## src/rtl/hazard_pkg.sv

```systemverilog
// Shared types for the pipeline hazard controller: forwarding selects and FSM states.
// Latency: n/a (types and constants only).
// Backpressure: n/a.
package hazard_pkg;

    // Execute-stage operand source select
    typedef enum logic [1:0] {
        FWD_REG = 2'b00,
        FWD_WB  = 2'b01,
        FWD_MEM = 2'b10
    } fwd_sel_t;

    // Data-memory wait tracking
    typedef enum logic {
        RUN      = 1'b0,
        MEM_WAIT = 1'b1
    } hz_state_t;

    localparam int PERF_W = 16;

endpackage

```

## src/rtl/forward_unit.sv

```systemverilog
// Forwarding select for one execute-stage operand; memory-stage result beats writeback.
// Latency: purely combinational, same cycle.
// Backpressure: none; the select simply follows its inputs.
module forward_unit
    import hazard_pkg::*;
#(
    parameter int REG_BITS = 4
) (
    input  logic [REG_BITS-1:0] ra_e,
    input  logic [REG_BITS-1:0] wa_m,
    input  logic [REG_BITS-1:0] wa_w,
    input  logic                reg_write_m,
    input  logic                reg_write_w,
    output fwd_sel_t            fwd_sel
);

    // Youngest producer wins; register 0 is an ordinary register here
    always_comb begin
        fwd_sel = FWD_REG;
        if (reg_write_m && (wa_m == ra_e)) begin
            fwd_sel = FWD_MEM;
        end else if (reg_write_w && (wa_w == ra_e)) begin
            fwd_sel = FWD_WB;
        end
    end

endmodule

```

## src/rtl/hazard_unit.sv

```systemverilog
// Hazard controller: forward selects, load-use stall, branch flush, memory-wait freeze with timeout.
// Latency: all outputs combinational from inputs and state; state/counter/mem_err update on clk.
// Backpressure: a pending data-memory access freezes F/D/E/M and bubbles W until ready or timeout.
// Optional HAZARD_PERF_EN adds saturating stall_cycles / flush_events counters.
module hazard_unit
    import hazard_pkg::*;
#(
    parameter int REG_BITS    = 4,
    parameter int MEM_TIMEOUT = 15
) (
    input  logic                clk,
    input  logic                rst,
    input  logic [REG_BITS-1:0] ra1_d,
    input  logic [REG_BITS-1:0] ra2_d,
    input  logic [REG_BITS-1:0] ra1_e,
    input  logic [REG_BITS-1:0] ra2_e,
    input  logic [REG_BITS-1:0] wa_e,
    input  logic [REG_BITS-1:0] wa_m,
    input  logic [REG_BITS-1:0] wa_w,
    input  logic                reg_write_m,
    input  logic                reg_write_w,
    input  logic                mem_to_reg_e,
    input  logic                branch_taken_e,
    input  logic                mem_req_m,
    input  logic                mem_ready,
    output logic [1:0]          forwardAE,
    output logic [1:0]          forwardBE,
    output logic                stall_f,
    output logic                stall_d,
    output logic                stall_e,
    output logic                stall_m,
    output logic                flush_d,
    output logic                flush_e,
    output logic                flush_w,
    output logic                mem_err
`ifdef HAZARD_PERF_EN
    ,
    output logic [PERF_W-1:0]   stall_cycles,
    output logic [PERF_W-1:0]   flush_events
`endif
);

    localparam int CNT_W = $clog2(MEM_TIMEOUT + 1);

    hz_state_t        state_q, state_d;
    logic [CNT_W-1:0] cnt_q, cnt_d;
    logic             mem_err_q, mem_err_d;
    fwd_sel_t         fwd_a, fwd_b;
    logic             mem_miss, timeout, freeze, load_use;

    forward_unit #(.REG_BITS(REG_BITS)) u_fwd_a (
        .ra_e        (ra1_e),
        .wa_m        (wa_m),
        .wa_w        (wa_w),
        .reg_write_m (reg_write_m),
        .reg_write_w (reg_write_w),
        .fwd_sel     (fwd_a)
    );

    forward_unit #(.REG_BITS(REG_BITS)) u_fwd_b (
        .ra_e        (ra2_e),
        .wa_m        (wa_m),
        .wa_w        (wa_w),
        .reg_write_m (reg_write_m),
        .reg_write_w (reg_write_w),
        .fwd_sel     (fwd_b)
    );

    assign mem_miss = mem_req_m && !mem_ready;
    assign timeout  = (state_q == MEM_WAIT) && !mem_ready && (cnt_q == CNT_W'(MEM_TIMEOUT));
    assign load_use = mem_to_reg_e && ((wa_e == ra1_d) || (wa_e == ra2_d));

    // Freeze on a fresh miss, and while waiting unless memory answers or the wait times out
    always_comb begin
        freeze = 1'b0;
        if (state_q == RUN) begin
            freeze = mem_miss;
        end else begin
            freeze = !mem_ready && !timeout;
        end
    end

    // Wait FSM next state; counter counts waited cycles and clears on every return to RUN
    always_comb begin
        state_d   = state_q;
        cnt_d     = cnt_q;
        mem_err_d = mem_err_q;
        case (state_q)
            RUN: begin
                if (mem_miss) begin
                    state_d = MEM_WAIT;
                    cnt_d   = CNT_W'(1);
                end
            end
            MEM_WAIT: begin
                if (mem_ready) begin
                    state_d = RUN;
                    cnt_d   = '0;
                end else if (timeout) begin
                    state_d   = RUN;
                    cnt_d     = '0;
                    mem_err_d = 1'b1;
                end else begin
                    cnt_d = cnt_q + CNT_W'(1);
                end
            end
            default: begin
                state_d = RUN;
                cnt_d   = '0;
            end
        endcase
    end

    // Wait state, counter and sticky error register
    always_ff @(posedge clk or negedge rst) begin
        if (!rst) begin
            state_q   <= RUN;
            cnt_q     <= '0;
            mem_err_q <= 1'b0;
        end else begin
            state_q   <= state_d;
            cnt_q     <= cnt_d;
            mem_err_q <= mem_err_d;
        end
    end

    // Stall/flush encoding, freeze > branch > load-use; everything held low during reset.
    // A branch held through a freeze flushes on the release cycle, when E finally advances.
    always_comb begin
        forwardAE = FWD_REG;
        forwardBE = FWD_REG;
        stall_f   = 1'b0;
        stall_d   = 1'b0;
        stall_e   = 1'b0;
        stall_m   = 1'b0;
        flush_d   = 1'b0;
        flush_e   = 1'b0;
        flush_w   = 1'b0;
        if (rst) begin
            forwardAE = fwd_a;
            forwardBE = fwd_b;
            if (freeze) begin
                stall_f = 1'b1;
                stall_d = 1'b1;
                stall_e = 1'b1;
                stall_m = 1'b1;
                flush_w = 1'b1;
            end else if (branch_taken_e) begin
                flush_d = 1'b1;
                flush_e = 1'b1;
            end else if (load_use) begin
                stall_f = 1'b1;
                stall_d = 1'b1;
                flush_e = 1'b1;
            end
        end
    end

    assign mem_err = mem_err_q;

`ifdef HAZARD_PERF_EN
    logic [PERF_W-1:0] stall_cycles_q, stall_cycles_d;
    logic [PERF_W-1:0] flush_events_q, flush_events_d;

    // Saturating event counters; a branch flush is the only source of flush_d
    always_comb begin
        stall_cycles_d = stall_cycles_q;
        flush_events_d = flush_events_q;
        if (stall_f && (stall_cycles_q != '1)) begin
            stall_cycles_d = stall_cycles_q + PERF_W'(1);
        end
        if (flush_d && (flush_events_q != '1)) begin
            flush_events_d = flush_events_q + PERF_W'(1);
        end
    end

    // Counter registers
    always_ff @(posedge clk or negedge rst) begin
        if (!rst) begin
            stall_cycles_q <= '0;
            flush_events_q <= '0;
        end else begin
            stall_cycles_q <= stall_cycles_d;
            flush_events_q <= flush_events_d;
        end
    end

    assign stall_cycles = stall_cycles_q;
    assign flush_events = flush_events_q;
`endif

endmodule
```

## config.mk

```make
export PLATFORM = sky130hd
export DESIGN_NAME = hazard_unit
export DESIGN_NICKNAME = d
export VERILOG_FILES = /design/src/rtl/hazard_pkg.sv /design/src/rtl/forward_unit.sv /design/src/rtl/hazard_unit.sv
export SDC_FILE = /design/constraint.sdc
export NUM_CORES = 1
export LEC_CHECK = 0
export ABC_AREA = 1
export CORE_UTILIZATION = 37
export CTS_CLUSTER_DIAMETER = 80
export DETAILED_ROUTE_END_ITERATION = 16
export MAX_ROUTING_LAYER = met4
export PLACE_DENSITY = 0.8
export SLEW_MARGIN = 20
export SYNTH_ARGS = -nofsm -noshare
export SYNTH_HDL_FRONTEND = slang
export SYNTH_SLANG_ARGS = --single-unit
```

## constraint.sdc

```tcl
create_clock -name clk -period 1.39 [get_ports clk]
set_input_delay 0.139 -clock clk [delete_from_list [all_inputs] [get_ports clk]]
set_output_delay 0.139 -clock clk [all_outputs]
set_load 0.01 [all_outputs]
```

# Yosys cells after proc, flatten, opt, wreduce, memory -nomap -nowiden
# Cells that the tools add are included.
# W data, S select, Z words.
[totals] reg_bits=6 inputBits=36 output_inout_bits=12 word_cells=54
[op_classes] n_addsub=1 eq_ne=8 muxes=27 n_bitwise=2 n_reduce_logical=13
[op_table] cell="$eq A4 B4 Y1" count=6
[op_table] cell="$mux W1" count=18
[op_table] cell="$mux W4" count=3
[op_table] cell="$logic_and A1 B1 Y1" count=9
[op_table] cell="$mux W2" count=4
[op_table] cell="$pmux W4 S2" count=1
[op_table] cell="$add A4 B1 Y4 const B" count=1
[op_table] cell="$eq A4 B4 Y1 const B" count=1
[op_table] cell="$reduce_and A3 Y1" count=1
[op_table] cell="$logic_not A1 Y1" count=2
[op_table] cell="$ne A2 B2 Y1 const B" count=1
[op_table] cell="$not A1 Y1" count=2
[op_table] cell="$pmux W1 S2" count=1
[op_table] cell="$logic_or A1 B1 Y1" count=1

# Depth between registers and ports, before layout
[logic_depth] depth_word=8 ltp_mapped=9 depth_no_buf=8

# Modules after synthesis
# From an unflattened synthesis, not the netlist that was laid out.
[hier_totals] cells_unflattened=163 hier_area_um2=902.1
[modules_own_cells] mod="hazard_unit" instances=1 cells_each=91 area_per_inst_um2=566.8 seq_area_each_um2=150.1
[modules_own_cells] mod="forward_unit" instances=2 cells_each=36 area_per_inst_um2=167.7 seq_area_each_um2=0.0

# Least setup slack after synthesis
# OpenSTA, ideal clock, no wires.
[synth_timing] kind="reg-to-output" from="register cnt_q[0]" to="output port stall_e" arrival_ns=1.139 required_ns=1.251 path_slack_ns=0.112 path_stages_with_launch=8 path_buffers=1 path_cell_list="dfrtp_1 > ha_1 > nand2_2 > o21ai_4 > nand2_2 > nand2_2 > inv_1 > buf_4"
[synth_between] elab_chain_cells=7
[synth_rtl] item="start, declared" line="hazard_unit.sv:46" text="logic [CNT_W-1:0] cnt_q, cnt_d;"
[synth_rtl] item="start signal, assigned" line="hazard_unit.sv:122" text="cnt_q <= cnt_d;"
[synth_rtl] item="$eq A4 B4 Y1" line="hazard_unit.sv:70" text="assign timeout = (state_q == MEM_WAIT) && !mem_ready && (cnt_q == CNT_W'(MEM_TIMEOUT));"
[synth_rtl] item="$logic_and A1 B1 Y1" line="hazard_unit.sv:70"
[synth_rtl] item="$logic_not A1 Y1" line="hazard_unit.sv:79" text="freeze = !mem_ready && !timeout;"
[synth_rtl] item="$logic_and A1 B1 Y1" line="hazard_unit.sv:79"
[synth_rtl] item="$mux W1" line="hazard_unit.sv:76" text="if (state_q == RUN) begin"
[synth_rtl] item="$mux W1 (2 in a row)"
[synth_rtl] item="end, declared" line="hazard_unit.sv:30" text="output logic stall_e,"
# No other way between the ends.

# Worst setup path after layout
[layout_timing] from="register cnt_q[1]" to="output port stall_d"
[layout_between] elab_chain_cells=7
[layout_rtl] item="$eq A4 B4 Y1" line="hazard_unit.sv:70"
[layout_rtl] item="$logic_and A1 B1 Y1" line="hazard_unit.sv:70"
[layout_rtl] item="$logic_not A1 Y1" line="hazard_unit.sv:79"
[layout_rtl] item="$logic_and A1 B1 Y1" line="hazard_unit.sv:79"
[layout_rtl] item="$mux W1" line="hazard_unit.sv:76"
[layout_rtl] item="$mux W1" line="hazard_unit.sv:142" text="if (freeze) begin"
[layout_rtl] item="$mux W1" line="hazard_unit.sv:139" text="if (rst) begin"
[layout_rtl] item="end, declared" line="hazard_unit.sv:29" text="output logic stall_d,"
# No other way between the ends.

==> impl_metrics.tcl <==
set metrics [dict create \
    drc 0 \
    antenna_cells 0 \
    path_buf_inv 1 \
    start_util_pct 39.8 \
    drt_iter0_drc 9 \
    grt_pass1_wl_microns 3710 \
    yosys_register_bits 6 \
    async_flop_share_pct 100 \
    cap_violations 0 \
    wl_per_cell_microns 12.0 \
    cp.required_ns 1.25 \
    fp.coreArea_sq_um 1980 \
    setup_slack_ns -0.155 \
    finalClockSkew_ns 0.00170 \
    placed_area_sq_um 1370 \
    insertion_delay_ns 0.26 \
    synthAdderAreaFrac_pct 1.59 \
    cts-root-buf "clkbuf_4" \
    cts_htree_levels 1 \
    overflow 0 \
    first_pass_iters 4 \
    grt_pass1_vias 985 \
    post-route-cell-area_sq_um 1420 \
    track_usage_pct 23.9 \
    synth_xor_area_share_pct 5.56 \
    final_util_pct 71.7 \
    synth_simple_gate_area_share_pct 37.3 \
    die_area_sq_um 2320 \
    hold_viol_final 0 \
    finalSetupViolCount 7 \
    tritoncts "built" \
    total_leakage_power_nw 0.897 \
    crit_type "reg2out" \
    areaGrowthSynthToFinish_pct 80.2 \
    ys_seq_area_share_pct 19.0 \
    worstSetupStartpoint "cnt_q[1]" \
    fin_crit_sh_pct 111 \
    dp_cells 218 \
    nets 236 \
    hp-class "in2async" \
    slew_violations 0 \
    status "finished, violations left" \
    rsz0062_at_grt "yes" \
    slew_headroom_pct 85.0 \
    p_per_area_nw_per_um2 553 \
    cts.path.max_buffers 2 \
    synthFlopType "dfrtp_1" \
    globalplace.congestion 0.685 \
    synth_top_family_by_area "simple AND/OR/NAND/NOR gates" \
    cp.arrival_ns 1.41 \
    synthMuxAreaShare_pct 0 \
    clock.fmax_mhz 647 \
    chipHeight_microns 48.2 \
    ioPinCount 48 \
    finalWirelength_microns 2690 \
    viasPerCell 4.82 \
    syn_area_per_cell_sq_um 5.88 \
    endpoint_kind "primary output" \
    grt_max_degree 7 \
    synth_edf_count 0 \
    cts-buffers-inserted 3 \
    cp_common_cell "nand2_2" \
    synth_area_sq_um 788 \
    die_w_microns 48.2 \
    clk_pin_slew_worst_paths_ns 0.05 \
    fin_cells 224 \
    period_minus_slack_ns 1.54 \
    fin_tns_setup_ns -1.03 \
    synth_compound_area_share_pct 17.9 \
    path_delay_family "flip-flops" \
    antenna_found_initial 0 \
    cpPeakStageDelay_ns 0.40 \
    ir_drop_v 0.000485 \
    crit_path_top_delay_cell "dfrtp_1" \
    critPathMaxFanout 3 \
    hpwl_microns 2030 \
    tightest_slew_ns 0.224 \
    num_vias 1079 \
    crit_path_cell_trace "ha_4, nand2_4, o21ai_4, nand2_2, nand2_2, o21ai_2, buf_2" \
    row_count 16 \
    worstReg2RegStart "cnt_q[1]" \
    yosysWarnings 0 \
    failed_checks "negative setup slack" \
    layout-drive-gt1-share_pct 26.9 \
    port_buffers 47 \
    cp-start-kind "register" \
    syn_nets 171 \
    synth_cell_types 26 \
    postRouteAntennaNets 0 \
    syn_inst 134 \
    clkSinkCount 6 \
]
-- cells in the mapped netlist, types with 2 or more instances --
cell     count  area, sq um
nor2b_1      2         12.5
o22ai_1      5         31.3
nand3_1      3         15.0
nand2_1     35          131
dfrtp_1      6          150
nand4_1      3         18.8
inv_1       30          113
xnor2_1      4         35.0
inv_2        3         11.3
o21ai_0      4         20.0
nand2_2      5         31.3
nor2_1      15         56.3
buf_4        3         22.5
a21oi_1      4         20.0
-- worst paths after layout --
| kind | end | slack, ns | cells after the start |
|---|---|---|---|
| setup / recovery | stall_d | -0.15 | 7 |
| hold / removal | cnt_q[2] | 0.36 | 3 |
| setup reg to reg | cnt_q[2] | 0.22 | 5 |
| hold reg to reg | cnt_q[3] | 0.48 | 1 |
| max in group asynchronous | cnt_q[3] | 0.92 | 3 |
| min in group clk | cnt_q[3] | 0.48 | 1 |
-- cell type report --
cell class / instances / area, sq um
fill: 179 / 562
timing repair buffer: 63 / 552
multi-input combinational: 92 / 538
sequential: 6 / 150
inverter: 33 / 124
tap: 27 / 33.8
clock buffer: 3 / 22.5
-- layer usage --
layer,global-route usage (%),vias up,wire (microns)
met5,-,-,0
met4,5.56,0,58
met3,4.81,6,177
met2,48.3,57,1440
met1,22.4,479,1020
li1,-,537,-
-- report_power, final --
group	total, W	switching (W)	internal (W)
Clock	0.000173	0.0000743	0.0000984
Combinational	0.000400	0.000187	0.000213
Sequential	0.000213	0.0000194	0.000194
Total	0.000786	0.000281	0.000505
-- sequential cells by signal, summed over array words and instances, names as in the netlist --
signal / flops
cnt_q: 4
mem_err: 1
state_q: 1
-- stage by stage --
step / power, W / hold slack [ns] / setup slack (ns)
2_1_floorplan: 0.000371 / -0.157 / 0.112
3_3_place_gp: 0.000582 / 0.454 / -0.498
3_5_place_dp: 0.000594 / 0.469 / -0.579
4_1_cts: 0.000764 / 0.335 / -0.187
5_1_grt: 0.000830 / 0.382 / -0.238
6_report: 0.000786 / 0.355 / -0.155
-- kinds of logic (layout without fill, tap and decap cells) --
kind of cell    Yosys count  count (layout)
simple gates             66              66
xor+xnor                  5               5
compound gates           20              20
fa+ha+maj                 1               1
buf+inv                  36              99
flops                     6               6
-- placed cells by master (no fill, tap or decap), types with 5 or more instances in the layout --
cell type | Yosys | layout
buf_2 | 0 | 11
buf_4 | 3 | 16
clkdlybuf4s50_1 | 0 | 13
dfrtp_1 | 6 | 6
dlygate4sd2_1 | 0 | 11
dlymetal6s2s_1 | 0 | 12
inv_1 | 30 | 26
inv_2 | 3 | 7
nand2_1 | 35 | 34
nand2_2 | 5 | 5
nor2_1 | 15 | 15
o22ai_1 | 5 | 5
-- tightest hold or removal path, stage by stage --
cell and delay, ns:
clkdlybuf4s50_1 0.49, buf_4 0.16, buf_4 0.16
-- repair_timing --
action                     in CTS  in global routing
setup buffers                   3                  0
pin swaps                       6                  7
setup endpoints to repair      11                 10
hold buffers                    0                  0
gates cloned                    0                  0
gates resized for setup        61                 19
Note: power is estimated with default switching activity, not from simulation.
